--- src/rtl/uart_rx_gpi.sv ---
// 8N1 UART receiver polled by the MCS through GPI; bytes are acknowledged on a GPO bit.
// Bit timing comes from a run-time prescaler (clocks per bit) latched at each start bit.
module uart_rx_gpi #(
    parameter int PRESC_W     = 16,
    parameter int SYNC_STAGES = 2
) (
    input  logic               clock,
    input  logic               reset,
    input  logic               rx_pin,
    input  logic [PRESC_W-1:0] prescaler,
    input  logic               rx_ack,
    output logic [7:0]         data,
    output logic               rx_ready,
    output logic               overrun,
    output logic               frame_err,
    output logic               rx_busy
);
    localparam int SS = (SYNC_STAGES < 2) ? 2 : SYNC_STAGES;

    typedef enum logic [2:0] {
        S_IDLE,
        S_START,
        S_DATA,
        S_STOP,
        S_WAIT_IDLE
    } state_t;

    state_t             state;
    logic [SS-1:0]      sync_q;
    logic               rx_s;
    logic [PRESC_W-1:0] p_eff;
    logic [PRESC_W-1:0] p_lat;
    logic [PRESC_W-1:0] p_m1;
    logic [PRESC_W-1:0] h_m1;
    logic [PRESC_W-1:0] cnt;
    logic [2:0]         bitidx;
    logic [7:0]         shreg;
    logic               del_ok;
    logic               del_fe;
    logic               ack_q;
    logic               ack_edge;
    logic               rdy_a;
    logic               ovr_a;
    logic               fe_a;

    // Preset to idle-high so reset release never looks like a start bit.
    always_ff @(posedge clock or negedge reset) begin
        if (!reset) sync_q <= '1;
        else        sync_q <= {sync_q[SS-2:0], rx_pin};
    end

    assign rx_s  = sync_q[SS-1];
    assign p_eff = (prescaler < PRESC_W'(4)) ? PRESC_W'(4) : prescaler;
    assign p_m1  = p_lat - PRESC_W'(1);
    assign h_m1  = {1'b0, p_lat[PRESC_W-1:1]} - PRESC_W'(1);

    always_ff @(posedge clock or negedge reset) begin
        if (!reset) begin
            state  <= S_IDLE;
            cnt    <= '0;
            p_lat  <= PRESC_W'(4);
            bitidx <= '0;
            shreg  <= '0;
            del_ok <= 1'b0;
            del_fe <= 1'b0;
        end else begin
            del_ok <= 1'b0;
            del_fe <= 1'b0;
            case (state)
                S_IDLE: begin
                    if (!rx_s) begin
                        state <= S_START;
                        cnt   <= '0;
                        p_lat <= p_eff;
                    end
                end
                S_START: begin
                    if (cnt == h_m1) begin
                        cnt    <= '0;
                        bitidx <= '0;
                        state  <= rx_s ? S_IDLE : S_DATA;
                    end else begin
                        cnt <= cnt + PRESC_W'(1);
                    end
                end
                S_DATA: begin
                    if (cnt == p_m1) begin
                        cnt    <= '0;
                        shreg  <= {rx_s, shreg[7:1]};
                        bitidx <= bitidx + 3'd1;
                        if (bitidx == 3'd7) state <= S_STOP;
                    end else begin
                        cnt <= cnt + PRESC_W'(1);
                    end
                end
                S_STOP: begin
                    if (cnt == p_m1) begin
                        cnt <= '0;
                        if (rx_s) begin
                            del_ok <= 1'b1;
                            state  <= S_IDLE;
                        end else begin
                            del_fe <= 1'b1;
                            state  <= S_WAIT_IDLE;
                        end
                    end else begin
                        cnt <= cnt + PRESC_W'(1);
                    end
                end
                S_WAIT_IDLE: begin
                    // A held-low line (break) yields one error, not a stream of frames.
                    if (rx_s) state <= S_IDLE;
                end
                default: state <= S_IDLE;
            endcase
        end
    end

    assign rx_busy = (state != S_IDLE);

    // Ack clears first, then this cycle's delivery is applied on top.
    always_comb begin
        ack_edge = rx_ack & ~ack_q;
        rdy_a    = rx_ready  & ~ack_edge;
        ovr_a    = overrun   & ~ack_edge;
        fe_a     = frame_err & ~ack_edge;
    end

    always_ff @(posedge clock or negedge reset) begin
        if (!reset) begin
            data      <= '0;
            rx_ready  <= 1'b0;
            overrun   <= 1'b0;
            frame_err <= 1'b0;
            ack_q     <= 1'b1;
        end else begin
            ack_q     <= rx_ack;
            rx_ready  <= rdy_a | del_ok;
            overrun   <= ovr_a | (del_ok & rdy_a);
            frame_err <= fe_a | del_fe;
            if (del_ok && !rdy_a) data <= shreg;
        end
    end

endmodule
--- config.mk ---
export PLATFORM = sky130hd
export DESIGN_NAME = uart_rx_gpi
export DESIGN_NICKNAME = d
export VERILOG_FILES = /design/src/rtl/uart_rx_gpi.sv
export SDC_FILE = /design/constraint.sdc
export NUM_CORES = 1
export LEC_CHECK = 0
export CORE_ASPECT_RATIO = 0.5
export CORE_UTILIZATION = 60
export DETAILED_ROUTE_END_ITERATION = 7
export PLACE_DENSITY = 0.86
export SYNTH_ARGS = -nofsm -noshare
export SYNTH_HDL_FRONTEND = slang
export SYNTH_SLANG_ARGS = --single-unit
--- constraint.sdc ---
create_clock -name clock -period 5.2 [get_ports clock]
set_clock_uncertainty 0.15 [all_clocks]
set_input_delay 0.52 -clock clock [delete_from_list [all_inputs] [get_ports clock]]
set_output_delay 0.52 -clock clock [all_outputs]
set_load 0.05 [all_outputs]
==> metrics, run 1 <==
average footprint of a synthesized cell=9.03 sq um; Placement Rows=20; number of buffer cells added on primary ports=31; Final period util=77.4%; # hold bufs at CTS=0; Critical Path Slowest Stage Cell=sky130_fd_sc_hd__nor2_1; number of levels in the clock H-tree=3; Area Growth Syn to Fin=15.5%; first-pass GRT wire length=14000 um; worst-path fanout max=17; Final HPWL DP=6140 um; count of antenna-violating nets left after detailed routing=0; aggregate routed wire length=8690 um; power density over the cells=483 mW/mm^2; worst hold path type=in -> async; slew at the pin closest to its max-slew limit=904 ps; buffer type at the clock tree root=sky130_fd_sc_hd__clkbuf_16; Critical Setup Path Class=reg -> reg; portion of the post-synthesis area used by sequential elements=40.1%; global-route total usage across every layer=27.6%; count of mapped cells out of synthesis=430; unrepaired setup endpoints after global routing=no; final total negative setup slack=0 ps; clock sink total=62; endpoint type of the worst setup path=flop; share of layout cells above drive strength 1=12.3%; number of synthesized register bits=62; via count of the first global-routing pass=2852; worst slew margin relative to its limit=39.5%; clock transition time at the flip-flop clock pins of the worst setup and hold paths=60 ps; # Max-Cap Violations=0; Initial Util=63.0%; number of buffers added for setup after CTS=0; chain of cells forming the critical path=inv_1 -> ha_1 -> or4b_4 -> nor3_4 -> nand2_1 -> or3_4 -> a221oi_4 -> a21oi_2 -> nor2_1 -> o221ai_1; CTS resizes=0; maximum clock rate=249 MHz; Core Area=0.00616 sq mm; most used flip-flop cell after synthesis=sky130_fd_sc_hd__dfrtp_1; Async S/R FF share, synth=100%; total chip power=2.17 mW; maximum buffer depth of the clock tree=2; Worst EP arrival=4030 ps; final max-slew violation count=0; weighted congestion at the end of routability-driven global placement=0.959; standard cell area after detailed placement=0.00419 sq mm; run status=finished clean; Period minus WS final=4020 ps; Yosys Warn Count=0; Die Width=116 um; Max stage delay on crit path=750 ps; Skew-Pair Late Insertion Delay=330 ps; number of enable flip-flop cells after synthesis=0; sequential cell area=0.00156 sq mm; vertical extent of the die=58.9 um; gate family responsible for the most delay along the worst path=simple AND/OR/NAND/NOR gates; DRC violations left=0; total grt overflow=0; mean number of vias per cell=6.02; wire length per cell=16.3 um; Worst setup SP type=flop; maximum number of pins on one net before global-route repair=63; die area=0.00681 sq mm; count of inserted antenna diode cells=0; io pins=32; post-layout instance area=0.00448 sq mm; final setup violation count=0; unique cell type count in the Yosys netlist=53; synthesized net count=455; TritonCTS Buffers=9; final-layout fill cell count=444; worst path required time=5200 ps; number of antenna violations at the first check in global routing=0; drt initial violations=279; number of nets in the layout=466; area used by multi-input combinational logic=0.00216 sq mm; Buf+Inv Stages, Crit Path=1; hold violation total from the final report=0; synthesized area=0.00388 sq mm; DR pass1 iterations=5; vias=3213; clock tree from TritonCTS=built; Max rail drop VDD=0.218 mV; cell leakage power=1.85 nW
## path summary, 6_finish.rpt
kind | start | end | slack (ps) | depth (start not counted)
max | p_lat[1]$_DFFE_PN0P_ | cnt[5]$_DFFE_PN0P_ | 1180 | 10
min | reset | data[7]$_DFFE_PN0P_ | 200 | 2
max reg2reg | p_lat[1]$_DFFE_PN0P_ | cnt[5]$_DFFE_PN0P_ | 1180 | 10
min reg2reg | sync_q[0]$_DFF_PN1_ | sync_q[1]$_DFF_PN1_ | 210 | 0
max in group asynchronous | reset | p_lat[14]$_DFFE_PN0P_ | 4190 | 2
min in group clock | sync_q[0]$_DFF_PN1_ | sync_q[1]$_DFF_PN1_ | 210 | 0
## power by group
part | internal [mW] | leakage (nW) | total (mW) | switching, mW
Clock | 0.370 | 0.143 | 0.585 | 0.216
Sequential | 0.576 | 0.807 | 0.792 | 0.216
Combinational | 0.353 | 0.896 | 0.789 | 0.436
## per-layer routing
metal,global-route usage (%),part of all wire (%)
met1,38.9,47
met2,42.2,44
met3,7.62,6.6
met4,7.69,1.7
met5,0,0
## registers in the layout (all words and copies together), names as in the netlist
| signal | count |
|---|---|
| rx_ready | 1 |
| ack_q | 1 |
| cnt | 16 |
| shreg | 8 |
| del_fe | 1 |
| sync_q | 2 |
| bitidx | 3 |
| frame_err | 1 |
| data | 8 |
| p_lat | 16 |
| state | 3 |
| del_ok | 1 |
| overrun | 1 |
## through the flow
step                      setup WS, ps  util [%]  std cells  hold slack (ps)
after detailed placement          1240      68.1        518              197
after global placement            1380      68.1        518              199
after global routing               999      72.8        534              213
after floorplan                   2030         -        430             74.4
final                             1180      72.8        534              200
after CTS                         1220      72.8        534              208
## cell usage in the layout, fill, tap and decap left out, types with 6 or more instances in the layout
cell type                          n
sky130_fd_sc_hd__a21oi_1           7
sky130_fd_sc_hd__nor4_1            8
sky130_fd_sc_hd__nor2_1           29
sky130_fd_sc_hd__o211ai_1         13
sky130_fd_sc_hd__nand2b_1          6
sky130_fd_sc_hd__clkbuf_16         9
sky130_fd_sc_hd__nand3_1          13
sky130_fd_sc_hd__mux2_1            8
sky130_fd_sc_hd__o21ai_1           7
sky130_fd_sc_hd__inv_1            11
sky130_fd_sc_hd__xor2_1           13
sky130_fd_sc_hd__clkdlybuf4s50_1  30
sky130_fd_sc_hd__xnor2_1          32
sky130_fd_sc_hd__mux2_2           20
sky130_fd_sc_hd__nor3_1           16
sky130_fd_sc_hd__o21ai_0          15
sky130_fd_sc_hd__dfrtp_1          58
sky130_fd_sc_hd__nand2_1          58
## kinds of logic after synthesis
kind of cell	after synthesis	share of synthesized area [%]
simple gates	172	22.5
compound gates	68	11.7
mux	33	9.41
flops	62	40.1
xor+xnor	45	10.2
buf+inv	45	4.51
fa+ha+maj	5	1.61
## area by class of cell
cell class,instances,share of cell area [%]
timing repair buffer,34,7.31
inverter,11,0.921
multi-input combinational,323,48.1
clock buffer,10,5.11
clock inverter,6,1.37
sequential,62,34.7
tap,88,2.46
## cells in the mapped netlist, types with 6 or more instances
cell                       instances  area share (%)
sky130_fd_sc_hd__dfrtp_1          58              37
sky130_fd_sc_hd__nand2_1          58             5.6
sky130_fd_sc_hd__xnor2_1          32             7.2
sky130_fd_sc_hd__clkbuf_1         29             2.8
sky130_fd_sc_hd__nor2_1           29             2.8
sky130_fd_sc_hd__mux2_2           20             5.8
sky130_fd_sc_hd__nor3_1           16             2.1
sky130_fd_sc_hd__o21ai_0          15             1.9
sky130_fd_sc_hd__nand3_1          13             1.7
sky130_fd_sc_hd__o211ai_1         13             2.5
sky130_fd_sc_hd__xor2_1           13             2.9
sky130_fd_sc_hd__inv_1            11             1.1
sky130_fd_sc_hd__nor4_1            9             1.5
sky130_fd_sc_hd__mux2_1            8             2.3
sky130_fd_sc_hd__a21oi_1           7            0.90
sky130_fd_sc_hd__o21ai_1           7            0.90
sky130_fd_sc_hd__nand2b_1          6            0.97
No activity file was read; power rests on OpenSTA's default activity.
==> inputs of run 2 (changes only) <==
--- a/config.mk
+++ b/config.mk
@@ -6,9 +6,9 @@
 export NUM_CORES = 1
 export LEC_CHECK = 0
 export CORE_ASPECT_RATIO = 0.5
-export CORE_UTILIZATION = 60
+export CORE_UTILIZATION = 59
 export DETAILED_ROUTE_END_ITERATION = 7
-export PLACE_DENSITY = 0.86
+export PLACE_DENSITY = 0.85
 export SYNTH_ARGS = -nofsm -noshare
 export SYNTH_HDL_FRONTEND = slang
 export SYNTH_SLANG_ARGS = --single-unit
==> constraint.sdc (replaced) <==
create_clock -name clock -period 3.9 [get_ports clock]
set_clock_uncertainty 0.15 [all_clocks]
set_input_delay 0.39 -clock clock [delete_from_list [all_inputs] [get_ports clock]]
set_output_delay 0.39 -clock clock [all_outputs]
set_load 0.05 [all_outputs]
==> run 2 against run 1 <==
Effect of this change:
- die area grew 1.7%
- clock power grew 33%
- non-clock buffer count grew 5
- register-to-register slack lost 950 ps
- utilization is essentially flat
- worst setup slack lost 950 ps
- wire length grew 6.0%
- final area grew 0.87%
- global-route usage grew 1.8 points
- flip-flop and latch count is the same
- first-iteration DRC count shrank 4.7%
- largest power group is now combinational logic
==> metrics, run 2 (same netlist as run 1, synthesis figures left out) <==
run status=finished clean; beginning of the worst register-to-register path=p_lat[1]$_DFFE_PN0P_; slew at the pin closest to its max-slew limit=810 ps; unrepaired setup endpoints after global routing=no; # Max-Cap Violations=0; number of nets in the layout=471; number of buffers added for setup after CTS=0; Critical Path Slowest Stage Cell=sky130_fd_sc_hd__and4_1; # hold bufs at CTS=0; worst path required time=3960 ps; vias=3254; detailed route wirelength on metal3=701 um; DR pass1 iterations=5; chain of cells forming the critical path=inv_1 -> ha_1 -> or4b_4 -> nor3_4 -> nand2_1 -> or3_4 -> a221oi_4 -> and4_1 -> mux2_1; aggregate routed wire length=9210 um; final max-slew violation count=0; maximum clock rate=272 MHz; final total negative setup slack=0 ps; number of buffer cells added on primary ports=31; final setup violation count=0; count of antenna-violating nets left after detailed routing=0; number of levels in the clock H-tree=3; worst hold margin=4.94 ps; Skew-Pair Late Insertion Delay=330 ps; global-route total usage across every layer=29.4%; standard cell area after detailed placement=0.00423 sq mm; buffer type at the clock tree root=sky130_fd_sc_hd__clkbuf_16; routed length on met1=4130 um; Final period util=94.3%; met2 routed WL=4220 um; Worst EP arrival=3730 ps; worst-path fanout max=10; worst setup path startpoint=p_lat[1]$_DFFE_PN0P_; final-layout fill cell count=462; DRC violations left=0; maximum number of pins on one net before global-route repair=38; total chip power=2.93 mW; Buf+Inv Stages, Crit Path=1; TritonCTS Buffers=9; Max rail drop VDD=0.317 mV; cell leakage power=1.88 nW; worst hold path type=in -> async; Final HPWL DP=6510 um; post-layout instance area=0.00452 sq mm; R2R cell count=9; hold violation total from the final report=0; max layer used=met4; Critical Setup Path Class=reg -> reg; drt initial violations=266; CP Depth=9; Initial Util=62.5%; worst slew margin relative to its limit=46.0%; Critical path destination=shreg[0]$_DFFE_PN0P_; largest registers=cnt: 16 flops, p_lat: 16 flops; wire length per cell=17.1 um; clock transition time at the flip-flop clock pins of the worst setup and hold paths=50 ps; count of inserted antenna diode cells=0; number of antenna violations at the first check in global routing=0; Worst setup SP type=flop; commonest cells after routing, fill and taps aside=sky130_fd_sc_hd__nand2_1 (58), sky130_fd_sc_hd__dfrtp_1 (58), sky130_fd_sc_hd__xnor2_1 (32), sky130_fd_sc_hd__clkdlybuf4s50_1 (30), sky130_fd_sc_hd__nor2_1 (29); Max stage delay on crit path=570 ps; die area=0.00693 sq mm; clock sink total=62; io pins=32; Placement Rows=20; gate family responsible for the most delay along the worst path=simple AND/OR/NAND/NOR gates; first-pass GRT wire length=14800 um; clock tree from TritonCTS=built; total grt overflow=0; Area Growth Syn to Fin=16.5%; CTS resizes=0; maximum buffer depth of the clock tree=2; weighted congestion at the end of routability-driven global placement=0.979; mean number of vias per cell=6.04; Core Area=0.00621 sq mm; Die Width=117 um; via count of the first global-routing pass=2968; share of layout cells above drive strength 1=13.3%; vertical extent of the die=59.4 um; r2r endpoint=shreg[0]$_DFFE_PN0P_; power density over the cells=647 mW/mm^2; endpoint type of the worst setup path=flop; Register-to-Register Setup Slack=220 ps; Period minus WS final=3680 ps
[run 2: worst min path at each step]
stage                                   start               endpoint  slack, ps  cells past startpoint
final                                   reset    data[6]$_DFFE_PN0P_          5                      1
after global routing                    reset    data[6]$_DFFE_PN0P_         80                      1
after CTS                               reset    data[6]$_DFFE_PN0P_         30                      1
after floorplan                         reset  bitidx[0]$_DFFE_PN0P_        -60                      0
after global placement    sync_q[0]$_DFF_PN1_    sync_q[1]$_DFF_PN1_        210                      0
after detailed placement  sync_q[0]$_DFF_PN1_    sync_q[1]$_DFF_PN1_        200                      0
[run 2: per-stage QoR]
stage / cells / utilization [%] / setup WS [ps]
after detailed placement: 523 / 68.1 / 304
final: 539 / 72.8 / 223
after floorplan: 430 / - / 725
after global placement: 523 / 68.1 / 409
after CTS: 539 / 72.8 / 246
after global routing: 539 / 72.8 / 86.1
[run 2: layout make-up]
cell class / count / area [sq um] / share of cell area [%]
timing repair buffer: 39 / 365 / 8.08
clock buffer: 10 / 229 / 5.07
multi-input combinational: 323 / 2160 / 47.7
sequential: 62 / 1560 / 34.4
inverter: 11 / 41.3 / 0.913
clock inverter: 6 / 62.6 / 1.38
tap: 88 / 110 / 2.44
[run 2: layer usage]
metal  vias up  GRT usage (%)
met5         -              0
met4         0           12.3
met3        14           7.46
met2       148           47.3
met1      1568           38.4
li1       1524              -
[run 2: power breakdown]
part	leakage (nW)	switching (mW)	internal, mW
Sequential	0.807	0.276	0.768
Combinational	0.922	0.607	0.496
Clock	0.146	0.286	0.493
Total	1.88	1.17	1.76
